## src/rtl/id_exe_pipe_reg_pkg.sv

```systemverilog
// Shared constants and types for the ID/EX pipeline register.
// Default widths, the NOP control encoding, the per-edge update selector
// and a saturating increment used by the optional performance counters.
package id_exe_pipe_reg_pkg;

    localparam int DEF_XLEN           = 32;
    localparam int DEF_REG_ADDR_WIDTH = 5;
    localparam int DEF_CTRL_WIDTH     = 16;

    // All-zero control bundle: EX/MEM/WB take no action on it.
    localparam logic [DEF_CTRL_WIDTH-1:0] CTRL_NOP = '0;

    // What the register does at the next clock edge, highest priority first.
    typedef enum logic [2:0] {
        UPD_FLUSH,   // branch redirect kills the entry and the ID instruction
        UPD_BUBBLE,  // load-use hazard: insert one empty slot
        UPD_LOAD,    // accept the ID payload
        UPD_DRAIN,   // EX consumed the entry and ID has nothing to give
        UPD_HOLD     // EX is stalled: keep the entry, snoop WB writes
    } upd_e;

    function automatic logic [31:0] sat_inc(input logic [31:0] value);
        return (value == 32'hFFFF_FFFF) ? value : value + 32'd1;
    endfunction

endpackage

```

## src/rtl/id_exe_pipe_reg_if.sv

```systemverilog
// ID-side, WB-snoop and EX-side signals of the ID/EX pipeline register.
// slave: the register's view; master: the surrounding pipeline's view.
interface id_exe_pipe_reg_if
    import id_exe_pipe_reg_pkg::*;
#(
    parameter int XLEN           = DEF_XLEN,
    parameter int REG_ADDR_WIDTH = DEF_REG_ADDR_WIDTH,
    parameter int CTRL_WIDTH     = DEF_CTRL_WIDTH
);
    // ID side
    logic                      id_valid;
    logic                      id_ready;
    logic [XLEN-1:0]           id_pc;
    logic [31:0]               id_inst;
    logic [XLEN-1:0]           id_rs1_data;
    logic [XLEN-1:0]           id_rs2_data;
    logic [XLEN-1:0]           id_imm;
    logic [REG_ADDR_WIDTH-1:0] id_reg_raddr1;
    logic [REG_ADDR_WIDTH-1:0] id_reg_raddr2;
    logic                      id_rs1_used;
    logic                      id_rs2_used;
    logic [REG_ADDR_WIDTH-1:0] id_reg_waddr;
    logic                      id_reg_wen;
    logic                      id_mem_ren;
    logic [CTRL_WIDTH-1:0]     id_ctrl;
    // Redirect and WB snoop
    logic                      flush;
    logic                      wb_reg_wen;
    logic [REG_ADDR_WIDTH-1:0] wb_reg_waddr;
    logic [XLEN-1:0]           wb_reg_wdata;
    // EX side
    logic                      ex_ready;
    logic                      id_exe_valid;
    logic [XLEN-1:0]           id_exe_pc;
    logic [31:0]               id_exe_inst;
    logic [XLEN-1:0]           id_exe_rs1_data;
    logic [XLEN-1:0]           id_exe_rs2_data;
    logic [XLEN-1:0]           id_exe_imm;
    logic [REG_ADDR_WIDTH-1:0] id_exe_reg_raddr1;
    logic [REG_ADDR_WIDTH-1:0] id_exe_reg_raddr2;
    logic [REG_ADDR_WIDTH-1:0] id_exe_reg_waddr;
    logic                      id_exe_reg_wen;
    logic                      id_exe_mem_ren;
    logic [CTRL_WIDTH-1:0]     id_exe_ctrl;
    logic                      load_use_stall;

    modport slave (
        input  id_valid, id_pc, id_inst, id_rs1_data, id_rs2_data, id_imm,
               id_reg_raddr1, id_reg_raddr2, id_rs1_used, id_rs2_used,
               id_reg_waddr, id_reg_wen, id_mem_ren, id_ctrl,
               flush, wb_reg_wen, wb_reg_waddr, wb_reg_wdata, ex_ready,
        output id_ready, id_exe_valid, id_exe_pc, id_exe_inst, id_exe_rs1_data,
               id_exe_rs2_data, id_exe_imm, id_exe_reg_raddr1, id_exe_reg_raddr2,
               id_exe_reg_waddr, id_exe_reg_wen, id_exe_mem_ren, id_exe_ctrl,
               load_use_stall
    );

    modport master (
        output id_valid, id_pc, id_inst, id_rs1_data, id_rs2_data, id_imm,
               id_reg_raddr1, id_reg_raddr2, id_rs1_used, id_rs2_used,
               id_reg_waddr, id_reg_wen, id_mem_ren, id_ctrl,
               flush, wb_reg_wen, wb_reg_waddr, wb_reg_wdata, ex_ready,
        input  id_ready, id_exe_valid, id_exe_pc, id_exe_inst, id_exe_rs1_data,
               id_exe_rs2_data, id_exe_imm, id_exe_reg_raddr1, id_exe_reg_raddr2,
               id_exe_reg_waddr, id_exe_reg_wen, id_exe_mem_ren, id_exe_ctrl,
               load_use_stall
    );

endinterface

```

## src/rtl/id_exe_pipe_reg_load_use_detect.sv

```systemverilog
// Load-use hazard detector: the instruction in ID reads a register that the
// load currently held in ID/EX will only produce after MEM.
module load_use_detect
    import id_exe_pipe_reg_pkg::*;
#(
    parameter int REG_ADDR_WIDTH = DEF_REG_ADDR_WIDTH
) (
    input  logic                      id_valid,
    input  logic                      rs1_used,
    input  logic                      rs2_used,
    input  logic [REG_ADDR_WIDTH-1:0] raddr1,
    input  logic [REG_ADDR_WIDTH-1:0] raddr2,
    input  logic                      exe_valid,
    input  logic                      exe_mem_ren,
    input  logic [REG_ADDR_WIDTH-1:0] exe_waddr,
    output logic                      hazard
);
    logic rs1_hit;
    logic rs2_hit;

    // Only sources the instruction really reads count; x0 never hazards.
    assign rs1_hit = rs1_used && (raddr1 == exe_waddr);
    assign rs2_hit = rs2_used && (raddr2 == exe_waddr);
    assign hazard  = id_valid && exe_valid && exe_mem_ren &&
                     (exe_waddr != '0) && (rs1_hit || rs2_hit);

endmodule

```

## src/rtl/id_exe_pipe_reg.sv

```systemverilog
// ID/EX pipeline register with valid/ready handshake, one-bubble load-use
// stall, branch flush and WB snooping of held operands.
// Optional feature: define ID_EXE_PERF_CNT_EN to add the saturating
// perf_bubble_cnt / perf_flush_cnt outputs.
module id_exe_pipe_reg
    import id_exe_pipe_reg_pkg::*;
#(
    parameter int XLEN           = DEF_XLEN,
    parameter int REG_ADDR_WIDTH = DEF_REG_ADDR_WIDTH,
    parameter int CTRL_WIDTH     = DEF_CTRL_WIDTH
) (
    input  logic             clk,
    input  logic             rst,
    id_exe_pipe_reg_if.slave bus
`ifdef ID_EXE_PERF_CNT_EN
    ,
    output logic [31:0]      perf_bubble_cnt,
    output logic [31:0]      perf_flush_cnt
`endif
);
    logic                      exe_valid;
    logic [XLEN-1:0]           exe_pc;
    logic [31:0]               exe_inst;
    logic [XLEN-1:0]           exe_rs1_data;
    logic [XLEN-1:0]           exe_rs2_data;
    logic [XLEN-1:0]           exe_imm;
    logic [REG_ADDR_WIDTH-1:0] exe_raddr1;
    logic [REG_ADDR_WIDTH-1:0] exe_raddr2;
    logic [REG_ADDR_WIDTH-1:0] exe_waddr;
    logic                      exe_wen;
    logic                      exe_mem_ren;
    logic [CTRL_WIDTH-1:0]     exe_ctrl;

    logic advance;
    logic hazard;
    logic snoop1;
    logic snoop2;
    upd_e upd;

    load_use_detect #(.REG_ADDR_WIDTH(REG_ADDR_WIDTH)) u_load_use_detect (
        .id_valid    (bus.id_valid),
        .rs1_used    (bus.id_rs1_used),
        .rs2_used    (bus.id_rs2_used),
        .raddr1      (bus.id_reg_raddr1),
        .raddr2      (bus.id_reg_raddr2),
        .exe_valid   (exe_valid),
        .exe_mem_ren (exe_mem_ren),
        .exe_waddr   (exe_waddr),
        .hazard      (hazard)
    );

    assign advance            = !exe_valid || bus.ex_ready;
    assign bus.load_use_stall = hazard && advance && !bus.flush;
    assign bus.id_ready       = bus.flush || (advance && !hazard);

    // A WB write to a held source refreshes it; x0 is constant and never snooped.
    assign snoop1 = bus.wb_reg_wen && (bus.wb_reg_waddr != '0) &&
                    (bus.wb_reg_waddr == exe_raddr1);
    assign snoop2 = bus.wb_reg_wen && (bus.wb_reg_waddr != '0) &&
                    (bus.wb_reg_waddr == exe_raddr2);

    // Select the single highest-priority update for the coming edge.
    always_comb begin
        // NOTE: assigning a default before any branch keeps this purely combinational (no latch).
        upd = UPD_HOLD;
        if (bus.flush)              upd = UPD_FLUSH;
        else if (advance && hazard) upd = UPD_BUBBLE;
        else if (advance && bus.id_valid) upd = UPD_LOAD;
        else if (advance)           upd = UPD_DRAIN;
    end

    // Valid and the side-effecting control fields; cleared whenever the entry dies.
    always_ff @(posedge clk or posedge rst) begin
        if (rst) begin
            // NOTE: non-blocking assignments for all state so every flop samples pre-edge values.
            exe_valid   <= 1'b0;
            exe_wen     <= 1'b0;
            exe_mem_ren <= 1'b0;
            exe_ctrl    <= CTRL_WIDTH'(CTRL_NOP);
        end else begin
            case (upd)
                UPD_LOAD: begin
                    exe_valid   <= 1'b1;
                    exe_wen     <= bus.id_reg_wen;
                    exe_mem_ren <= bus.id_mem_ren;
                    exe_ctrl    <= bus.id_ctrl;
                end
                UPD_HOLD: ;
                default: begin
                    exe_valid   <= 1'b0;
                    exe_wen     <= 1'b0;
                    exe_mem_ren <= 1'b0;
                    exe_ctrl    <= CTRL_WIDTH'(CTRL_NOP);
                end
            endcase
        end
    end

    // Data payload: captured on accept, refreshed by WB while EX stalls.
    always_ff @(posedge clk or posedge rst) begin
        if (rst) begin
            // NOTE: payload flops are reset too so the whole bus reads zero out of reset; there is no array here.
            exe_pc       <= '0;
            exe_inst     <= '0;
            exe_rs1_data <= '0;
            exe_rs2_data <= '0;
            exe_imm      <= '0;
            exe_raddr1   <= '0;
            exe_raddr2   <= '0;
            exe_waddr    <= '0;
        end else if (upd == UPD_LOAD) begin
            exe_pc       <= bus.id_pc;
            exe_inst     <= bus.id_inst;
            exe_rs1_data <= bus.id_rs1_data;
            exe_rs2_data <= bus.id_rs2_data;
            exe_imm      <= bus.id_imm;
            exe_raddr1   <= bus.id_reg_raddr1;
            exe_raddr2   <= bus.id_reg_raddr2;
            exe_waddr    <= bus.id_reg_waddr;
        end else if (upd == UPD_HOLD) begin
            if (snoop1) exe_rs1_data <= bus.wb_reg_wdata;
            if (snoop2) exe_rs2_data <= bus.wb_reg_wdata;
        end
    end

    assign bus.id_exe_valid      = exe_valid;
    assign bus.id_exe_pc         = exe_pc;
    assign bus.id_exe_inst       = exe_inst;
    assign bus.id_exe_rs1_data   = exe_rs1_data;
    assign bus.id_exe_rs2_data   = exe_rs2_data;
    assign bus.id_exe_imm        = exe_imm;
    assign bus.id_exe_reg_raddr1 = exe_raddr1;
    assign bus.id_exe_reg_raddr2 = exe_raddr2;
    assign bus.id_exe_reg_waddr  = exe_waddr;
    assign bus.id_exe_reg_wen    = exe_wen;
    assign bus.id_exe_mem_ren    = exe_mem_ren;
    assign bus.id_exe_ctrl       = exe_ctrl;

`ifdef ID_EXE_PERF_CNT_EN
    // Saturating counters of inserted bubbles and flushes that killed real work.
    always_ff @(posedge clk or posedge rst) begin
        if (rst) begin
            perf_bubble_cnt <= '0;
            perf_flush_cnt  <= '0;
        end else begin
            if (bus.load_use_stall)
                perf_bubble_cnt <= sat_inc(perf_bubble_cnt);
            if (bus.flush && (exe_valid || bus.id_valid))
                perf_flush_cnt <= sat_inc(perf_flush_cnt);
        end
    end
`endif

endmodule

```

## src/flat_wrapper.sv

```systemverilog
// flat-port wrapper written by rule: the top's interface ports become plain ports
module id_exe_pipe_reg_flat import id_exe_pipe_reg_pkg::*;
#(
    parameter int XLEN           = DEF_XLEN,
    parameter int REG_ADDR_WIDTH = DEF_REG_ADDR_WIDTH,
    parameter int CTRL_WIDTH     = DEF_CTRL_WIDTH
)
  (clk, rst, bus_id_valid, bus_id_pc, bus_id_inst, bus_id_rs1_data, bus_id_rs2_data, bus_id_imm, bus_id_reg_raddr1, bus_id_reg_raddr2, bus_id_rs1_used, bus_id_rs2_used, bus_id_reg_waddr, bus_id_reg_wen, bus_id_mem_ren, bus_id_ctrl, bus_flush, bus_wb_reg_wen, bus_wb_reg_waddr, bus_wb_reg_wdata, bus_ex_ready, bus_id_ready, bus_id_exe_valid, bus_id_exe_pc, bus_id_exe_inst, bus_id_exe_rs1_data, bus_id_exe_rs2_data, bus_id_exe_imm, bus_id_exe_reg_raddr1, bus_id_exe_reg_raddr2, bus_id_exe_reg_waddr, bus_id_exe_reg_wen, bus_id_exe_mem_ren, bus_id_exe_ctrl, bus_load_use_stall);
  id_exe_pipe_reg_if #(.XLEN(XLEN), .REG_ADDR_WIDTH(REG_ADDR_WIDTH), .CTRL_WIDTH(CTRL_WIDTH)) bus_i ();
  input  logic clk;
  input  logic rst;
  input wire logic [$bits(bus_i.id_valid)-1:0] bus_id_valid;
  input wire logic [$bits(bus_i.id_pc)-1:0] bus_id_pc;
  input wire logic [$bits(bus_i.id_inst)-1:0] bus_id_inst;
  input wire logic [$bits(bus_i.id_rs1_data)-1:0] bus_id_rs1_data;
  input wire logic [$bits(bus_i.id_rs2_data)-1:0] bus_id_rs2_data;
  input wire logic [$bits(bus_i.id_imm)-1:0] bus_id_imm;
  input wire logic [$bits(bus_i.id_reg_raddr1)-1:0] bus_id_reg_raddr1;
  input wire logic [$bits(bus_i.id_reg_raddr2)-1:0] bus_id_reg_raddr2;
  input wire logic [$bits(bus_i.id_rs1_used)-1:0] bus_id_rs1_used;
  input wire logic [$bits(bus_i.id_rs2_used)-1:0] bus_id_rs2_used;
  input wire logic [$bits(bus_i.id_reg_waddr)-1:0] bus_id_reg_waddr;
  input wire logic [$bits(bus_i.id_reg_wen)-1:0] bus_id_reg_wen;
  input wire logic [$bits(bus_i.id_mem_ren)-1:0] bus_id_mem_ren;
  input wire logic [$bits(bus_i.id_ctrl)-1:0] bus_id_ctrl;
  input wire logic [$bits(bus_i.flush)-1:0] bus_flush;
  input wire logic [$bits(bus_i.wb_reg_wen)-1:0] bus_wb_reg_wen;
  input wire logic [$bits(bus_i.wb_reg_waddr)-1:0] bus_wb_reg_waddr;
  input wire logic [$bits(bus_i.wb_reg_wdata)-1:0] bus_wb_reg_wdata;
  input wire logic [$bits(bus_i.ex_ready)-1:0] bus_ex_ready;
  output wire logic [$bits(bus_i.id_ready)-1:0] bus_id_ready;
  output wire logic [$bits(bus_i.id_exe_valid)-1:0] bus_id_exe_valid;
  output wire logic [$bits(bus_i.id_exe_pc)-1:0] bus_id_exe_pc;
  output wire logic [$bits(bus_i.id_exe_inst)-1:0] bus_id_exe_inst;
  output wire logic [$bits(bus_i.id_exe_rs1_data)-1:0] bus_id_exe_rs1_data;
  output wire logic [$bits(bus_i.id_exe_rs2_data)-1:0] bus_id_exe_rs2_data;
  output wire logic [$bits(bus_i.id_exe_imm)-1:0] bus_id_exe_imm;
  output wire logic [$bits(bus_i.id_exe_reg_raddr1)-1:0] bus_id_exe_reg_raddr1;
  output wire logic [$bits(bus_i.id_exe_reg_raddr2)-1:0] bus_id_exe_reg_raddr2;
  output wire logic [$bits(bus_i.id_exe_reg_waddr)-1:0] bus_id_exe_reg_waddr;
  output wire logic [$bits(bus_i.id_exe_reg_wen)-1:0] bus_id_exe_reg_wen;
  output wire logic [$bits(bus_i.id_exe_mem_ren)-1:0] bus_id_exe_mem_ren;
  output wire logic [$bits(bus_i.id_exe_ctrl)-1:0] bus_id_exe_ctrl;
  output wire logic [$bits(bus_i.load_use_stall)-1:0] bus_load_use_stall;
  assign bus_i.id_valid = bus_id_valid;
  assign bus_i.id_pc = bus_id_pc;
  assign bus_i.id_inst = bus_id_inst;
  assign bus_i.id_rs1_data = bus_id_rs1_data;
  assign bus_i.id_rs2_data = bus_id_rs2_data;
  assign bus_i.id_imm = bus_id_imm;
  assign bus_i.id_reg_raddr1 = bus_id_reg_raddr1;
  assign bus_i.id_reg_raddr2 = bus_id_reg_raddr2;
  assign bus_i.id_rs1_used = bus_id_rs1_used;
  assign bus_i.id_rs2_used = bus_id_rs2_used;
  assign bus_i.id_reg_waddr = bus_id_reg_waddr;
  assign bus_i.id_reg_wen = bus_id_reg_wen;
  assign bus_i.id_mem_ren = bus_id_mem_ren;
  assign bus_i.id_ctrl = bus_id_ctrl;
  assign bus_i.flush = bus_flush;
  assign bus_i.wb_reg_wen = bus_wb_reg_wen;
  assign bus_i.wb_reg_waddr = bus_wb_reg_waddr;
  assign bus_i.wb_reg_wdata = bus_wb_reg_wdata;
  assign bus_i.ex_ready = bus_ex_ready;
  assign bus_id_ready = bus_i.id_ready;
  assign bus_id_exe_valid = bus_i.id_exe_valid;
  assign bus_id_exe_pc = bus_i.id_exe_pc;
  assign bus_id_exe_inst = bus_i.id_exe_inst;
  assign bus_id_exe_rs1_data = bus_i.id_exe_rs1_data;
  assign bus_id_exe_rs2_data = bus_i.id_exe_rs2_data;
  assign bus_id_exe_imm = bus_i.id_exe_imm;
  assign bus_id_exe_reg_raddr1 = bus_i.id_exe_reg_raddr1;
  assign bus_id_exe_reg_raddr2 = bus_i.id_exe_reg_raddr2;
  assign bus_id_exe_reg_waddr = bus_i.id_exe_reg_waddr;
  assign bus_id_exe_reg_wen = bus_i.id_exe_reg_wen;
  assign bus_id_exe_mem_ren = bus_i.id_exe_mem_ren;
  assign bus_id_exe_ctrl = bus_i.id_exe_ctrl;
  assign bus_load_use_stall = bus_i.load_use_stall;
  id_exe_pipe_reg #(.XLEN(XLEN), .REG_ADDR_WIDTH(REG_ADDR_WIDTH), .CTRL_WIDTH(CTRL_WIDTH)) u_core (.clk(clk), .rst(rst), .bus(bus_i));
endmodule
```

## config.mk

```make
export PLATFORM = sky130hd
export DESIGN_NAME = id_exe_pipe_reg_flat
export DESIGN_NICKNAME = d
export VERILOG_FILES = /design/src/rtl/id_exe_pipe_reg_pkg.sv /design/src/rtl/id_exe_pipe_reg_if.sv /design/src/rtl/id_exe_pipe_reg_load_use_detect.sv /design/src/rtl/id_exe_pipe_reg.sv /design/src/flat_wrapper.sv
export SDC_FILE = /design/constraint.sdc
export NUM_CORES = 1
export LEC_CHECK = 0
export BUFFER_PORTS_ARGS = -buffer_cell sky130_fd_sc_hd__buf_4
export CAP_MARGIN = 15
export CORE_ASPECT_RATIO = 0.75
export CORE_MARGIN = 3
export CORE_UTILIZATION = 35
export CTS_CLUSTER_DIAMETER = 100
export CTS_CLUSTER_SIZE = 25
export DETAILED_ROUTE_END_ITERATION = 7
export GPL_TIMING_DRIVEN = 0
export HOLD_SLACK_MARGIN = 0.03
export PLACE_DENSITY = 0.64
export REMOVE_ABC_BUFFERS = 1
export SLEW_MARGIN = 30
export SYNTH_ARGS = -nofsm -noshare
export SYNTH_HDL_FRONTEND = slang
export SYNTH_SLANG_ARGS = --single-unit
```

## constraint.sdc

```tcl
create_clock -name clk -period 12.76 [get_ports clk]
set_clock_uncertainty 0.1 [all_clocks]
set_input_delay 0.638 -clock clk [delete_from_list [all_inputs] [get_ports clk]]
set_output_delay 0.638 -clock clk [all_outputs]
set_load 0.1 [all_outputs]
```

==> run_results.csv, run 1 <==
group,metric,value,unit
placed_design,post-place-ws,8830,ps
synthesis,yosys.cell_types.count,25,
critical_path,crit_type,"flop to flop",
die,fp.dieH,141,um
critical_path,r2r_end,"u_core.bus.id_exe_rs1_data[7]$_DFFE_PP0P_",
die,die-area,26100,um^2
critical_path,rr_startpoint,"u_core.bus.id_exe_valid$_DFFE_PP0P_",
cts,cts_root_buffer,"clkbuf_16",
drt,via_per_inst,4.76,
critical_path,r2r_setup_slack,9650,ps
die,die_w,186,um
global_route,grt_pass1_vias,6834,
power,vdd_drop_max,123,uV
finish,final_nets,1211,
cts,clkTransAtPathRegs,80,ps
global_route,grt_max_degree,88,
synthesis,postSynthCellCount,525,
cts,cts.sinks,194,
global_route,grt_util_all_layers,19.8,%
sta,finalSetupTns,0,ps
drt,drt_drc_violations_left,0,
run_status,outcome,"completed",
drt,num_vias,6124,
sta,whs,321,ps
finish,final_common_cell,"buf_4",
placed_design,io_buffers,433,
drt,wirelength,26400,um
drt,ant_nets,0,
global_route,antenna_found_initial,0,
die,initial_core_util,36.2,%
drt,avgRoutedWirePerCell,20.5,um
critical_path,critPathLaunchType,"flop",
finish,drive_above_1_share,74.6,%
power,power.leakage,6.14,nW
sta,setup_viol,0,
global_route,grt-ovfl-total,0,
finish,n_antenna_cell,0,
die,rows,48,
flow_run,cap_violations,0,
cts,cts_tree,"yes",
finish,final_cells,1286,
critical_path,endpoint,"u_core.bus.id_exe_rs1_data[7]$_DFFE_PP0P_",
synthesis,yosysSeqAreaShare,57.3,%
sta,fin_ws,9650,ps
sta,min_period_over_period,24.4,%
sta,rsz0062_at_grt,"no",
placed_design,place_congestion,0.758,
power,powerDensity,198,nW/um^2
sta,worstMarginPinSlew,609,ps
critical_path,crit_start,"u_core.bus.id_exe_valid$_DFFE_PP0P_",
placed_design,dp_cells,1252,
placed_design,dpl_cell_area,12300,um^2
finish,final_area,12900,um^2
die,ios,434,
sta,fin_crit,3110,ps
min_path,hold_class,"input pin to flop",
sta,max-slew-margin-rel,59.1,%
cts,post_cts_buffers,0,
cts,insertion_delay,430,ps
cts,cts_max_level,4,
synthesis,ys_ff_latch,194,
critical_path,crit_required,12980,ps
cts,cts_buffer_depth,2,
finish,utilization,55.1,%
finish,mostFrequentLayoutCells,"buf_4, dfrtp_1, mux2_2",
power,finalPower,2.56,mW
placed_design,dp_hpwl,20700,um
global_route,grt_pass1_wl,39600,um
die,core,23400,um^2
critical_path,rr_worst_depth,9,
synthesis,yosysWarnings,0,
critical_path,critPathMaxFanout,7,
drt,first_pass_iters,4,
finish,syn2layout_area_growth,52.2,%
sta,maxSlewViolCount,0,
cts,numCtsBuffers,17,
drt,drtIter0Drc,191,
critical_path,critPathArrivalTime,3330,ps
sta,timing.final.hold_violations,0,
critical_path,crit_path_end_kind,"flop",
synthesis,synthesis.area,8470,um^2
sta,max_clock_freq,0.322,GHz
synthesis,syn_area_per_cell,16.1,um^2
## cell usage after synthesis, drive strengths merged
cell type | number | share of area [%]
or4 | 1 | 0.13
nor3b | 1 | 0.22
dfrtp | 194 | 57
and3 | 1 | 0.074
xnor2 | 16 | 1.7
mux2 | 239 | 34
nand4 | 2 | 0.15
nor2 | 1 | 0.044
buf | 26 | 2.0
nand2 | 3 | 0.13
inv | 3 | 0.13
a31oi | 1 | 0.074
nor3 | 1 | 0.059
a22o | 18 | 1.9
or2 | 1 | 0.074
xor2 | 4 | 0.41
nand3 | 3 | 0.18
o211ai | 1 | 0.25
a21oi | 3 | 0.18
o22ai | 1 | 0.074
nor4 | 2 | 0.50
clkbuf | 3 | 0.13
## timing repair
item                      4_1_cts  5_1_grt
hold endpoints to repair        8        0
hold buffers                    1        0
resized for setup               0        0
## power by group
group	total (mW)	switching [mW]	internal, mW
logic	1.23	0.911	0.320
registers	0.781	0.0650	0.716
clock network	0.543	0.261	0.282
## worst max-delay path, cell delays in order (launching register included)
cell and delay [ps]:
dfrtp_1 420, nor3b_4 410, o211ai_4 170, nor4_4 480, buf_4 280, buf_6 180, buf_4 210, buf_6 170
mux2_4 310, mux2_2 260
## kinds of logic (layout without fill, tap and decap cells)
group / Yosys count / count (layout) / share of synthesized area, %
muxes: 239 / 239 / 34.4
DFF: 194 / 194 / 57.3
buffers and inverters: 32 / 493 / 2.23
AOI/OAI and AO/OA: 24 / 24 / 2.44
xor gates and xnor gates: 20 / 20 / 2.07
and+or+nand+nor: 16 / 16 / 1.56
## how the worst min path moves through the flow
stage                                                 from                                     end  slack, ps  cells after the start
finish                                      bus_id_ctrl[2]   u_core.bus.id_exe_ctrl[2]$_DFFE_PP0P_        320                      2
global route                               bus_id_ctrl[14]  u_core.bus.id_exe_ctrl[14]$_DFFE_PP0P_        300                      2
CTS                                        bus_id_ctrl[14]  u_core.bus.id_exe_ctrl[14]$_DFFE_PP0P_        290                      2
detailed placement  u_core.bus.id_exe_ctrl[10]$_DFFE_PP0P_  u_core.bus.id_exe_ctrl[10]$_DFFE_PP0P_        380                      1
global placement     u_core.bus.id_exe_ctrl[3]$_DFFE_PP0P_   u_core.bus.id_exe_ctrl[3]$_DFFE_PP0P_        390                      1
floorplan                                   bus_id_ctrl[0]   u_core.bus.id_exe_ctrl[0]$_DFFE_PP0P_        680                      1
## registers in the layout (all words and copies together) (netlist names)
signal / count
u_core.bus.id_exe_ctrl: 16
u_core.bus.id_exe_imm: 32
u_core.bus.id_exe_inst: 32
u_core.bus.id_exe_mem_ren: 1
u_core.bus.id_exe_pc: 32
u_core.bus.id_exe_reg_raddr1: 5
u_core.bus.id_exe_reg_raddr2: 5
u_core.bus.id_exe_reg_waddr: 5
u_core.bus.id_exe_reg_wen: 1
u_core.bus.id_exe_rs1_data: 32
u_core.bus.id_exe_rs2_data: 32
u_core.bus.id_exe_valid: 1
## per-layer routing
metal	up-vias	track usage, %	routed length (um)
li1	2786	-	-
met1	3054	21.6	9750
met2	251	34.4	13200
met3	33	9.18	2850
met4	0	6.46	579
met5	-	0	0
## cell type report
type | count | area (um^2)
fill | 2029 | 10500
inverter | 3 | 18.8
timing repair buffer | 458 | 3620
clock inverter | 14 | 146
clock buffer | 18 | 439
sequential | 194 | 4850
tap | 300 | 375
multi-input combinational | 299 | 3440
No activity file was read; power rests on OpenSTA's default activity.
==> inputs of run 2 (changes only) <==
Settings changed: PLACE_DENSITY 0.64 to 0.67.
Clock period 12.76 ns to 2.6 ns, I/O delays scaled along.
==> run_results.csv, run 2 (synthesized netlist as in run 1, its figures left out) <==
group,metric,value,unit
cts,insertion_delay,440,ps
critical_path,crit_path_end_kind,"flop",
cts,cts_root_buffer,"clkbuf_16",
die,fp.dieH,141,um
die,rows,48,
die,die-area,26100,um^2
finish,drive_above_1_share,61.3,%
sta,fin_crit,2560,ps
run_status,outcome,"completed",
cts,cts.sinks,194,
global_route,grt-ovfl-total,0,
sta,fin_ws,40.9,ps
critical_path,crit_required,2830,ps
cts,cts_tree,"yes",
global_route,met3_usage,8.38,%
placed_design,place_congestion,0.774,
sta,min_period_over_period,98.4,%
finish,mostFrequentLayoutCells,"buf_4, dlygate4sd3_1, dfrtp_1",
die,core,23400,um^2
sta,max_clock_freq,0.391,GHz
critical_path,critPathArrivalTime,2790,ps
placed_design,dp_hpwl,20400,um
power,swShare,48.5,%
power,seq_power_share,29.7,%
power,finalPower,12.9,mW
power,p_int,6.65,mW
critical_path,critPathLaunchType,"input pin",
die,ios,434,
sta,setup_viol,0,
power,powerDensity,843,nW/um^2
flow_run,cap_violations,0,
global_route,grt_max_degree,73,
drt,via_per_inst,4.70,
drt,wirelength,29800,um
global_route,antenna_found_initial,2,
power,p_sw,6.27,mW
cts,numCtsBuffers,17,
global_route,use_met1,23.6,%
power,combPwrFrac,49.6,%
drt,avgRoutedWirePerCell,19.5,um
min_path,hold_class,"input pin to asynchronous set/reset pin",
critical_path,crit_type,"input pin to flop",
sta,worstMarginPinSlew,441,ps
drt,first_pass_iters,4,
placed_design,io_buffers,433,
finish,ff_latch_area,4860,um^2
sta,max-slew-margin-rel,70.6,%
critical_path,critPathMaxFanout,12,
finish,n_fill_cell,1645,
power,vdd_drop_max,738,uV
placed_design,post-place-ws,-971,ps
cts,clkTransAtPathRegs,80,ps
global_route,grt_pass1_vias,8212,
die,die_w,186,um
global_route,grt_util_all_layers,22.3,%
finish,final_common_cell,"buf_4",
sta,maxSlewViolCount,0,
power,power.leakage,7.15,nW
cts,cts_buffer_depth,2,
power,p_clk_share,20.7,%
sta,timing.final.hold_violations,0,
global_route,busiest_layer,"met2",
drt,drtIter0Drc,208,
finish,syn2layout_area_growth,80.8,%
cts,cts_max_level,4,
drt,num_vias,7171,
drt,ant_nets,0,
drt,drt_drc_violations_left,0,
finish,final_nets,1449,
global_route,grtUsageMet2,40.6,%
finish,multi_input_area,3460,um^2
global_route,grt_pass1_wl,45100,um
die,initial_core_util,36.2,%
[run 2: cell count changes in the layout (fill, tap and decap cells not counted), sizes merged]
cell / before / now
dlygate4sd3: 1 / 231
buf: 457 / 463
diode: 0 / 3
inv: 10 / 12
bufinv: 1 / 0
clkbuf: 18 / 19
clkinvlp: 2 / 1
nor3b: 1 / 2
[run 2: stage by stage]
stage	hold WS [ps]	util, %	setup TNS (ps)	cell area, um^2	std cells
floorplan	170	-	-2328910	8300	496
global placement	254	50.9	-3696900	11900	1229
detailed placement	96.7	52.7	-66400	12300	1253
CTS	162	65.3	0	15300	1523
global route	193	65.4	-21.0	15300	1526
finish	178	65.4	0	15300	1527
[run 2: per-layer routing]
metal,vias to the layer above,share of wire [%]
li1,3275,-
met1,3545,36
met4,0,2.7
met3,55,9.4
met5,-,0
met2,296,51
[run 2: area by class of cell]
type,instances,area share (%)
timing repair buffer,695,39.2
sequential,194,31.7
multi-input combinational,300,22.6
clock buffer,18,2.87
tap,300,2.45
clock inverter,14,1.04
inverter,3,0.122
antenna,3,0.0490
[run 2: path summary, 6_finish.rpt]
kind	startpoint	to	slack, ps	cells past startpoint
setup / recovery	bus_flush	u_core.bus.id_exe_rs1_data[25]$_DFFE_PP0P_	40	10
min in group clk	bus_id_valid	u_core.bus.id_exe_pc[5]$_DFFE_PP0N_	310	5
hold reg to reg	u_core.bus.id_exe_ctrl[1]$_DFFE_PP0P_	u_core.bus.id_exe_ctrl[1]$_DFFE_PP0P_	410	1
hold / removal	rst	u_core.bus.id_exe_imm[24]$_DFFE_PP0N_	180	3
setup reg to reg	u_core.bus.id_exe_reg_waddr[2]$_DFFE_PP0N_	u_core.bus.id_exe_imm[29]$_DFFE_PP0N_	90	10
max in group asynchronous	rst	u_core.bus.id_exe_rs2_data[26]$_DFFE_PP0P_	1490	4
[run 2: power groups by stage]
stage / clock network, mW / registers [mW] / logic (mW)
floorplan: 0 / 7.52 / 1.02
global placement: 0 / 3.86 / 6.15
detailed placement: 0 / 3.87 / 6.09
CTS: 2.76 / 3.83 / 6.40
global route: 2.87 / 3.91 / 6.59
finish: 2.68 / 3.84 / 6.40
[run 2: timing repair]
| item | CTS | global route |
|---|---|---|
| cloned | 1 | 1 |
| pin swaps | 2 | 5 |
| resized for setup | 10 | 3 |
| hold endpoints to repair | 257 | 0 |
| setup buffers | 9 | 2 |
| endpoints found under the setup margin | 145 | 27 |
| hold buffers | 231 | 0 |
[run 2: critical path: stages]
cell	delay, ps
dlygate4sd3_1	570
buf_4	180
nor3b_4	270
o211ai_4	150
nor4_4	370
buf_6	160
buf_6	200
buf_8	170
mux2_4	300
mux2_2	270
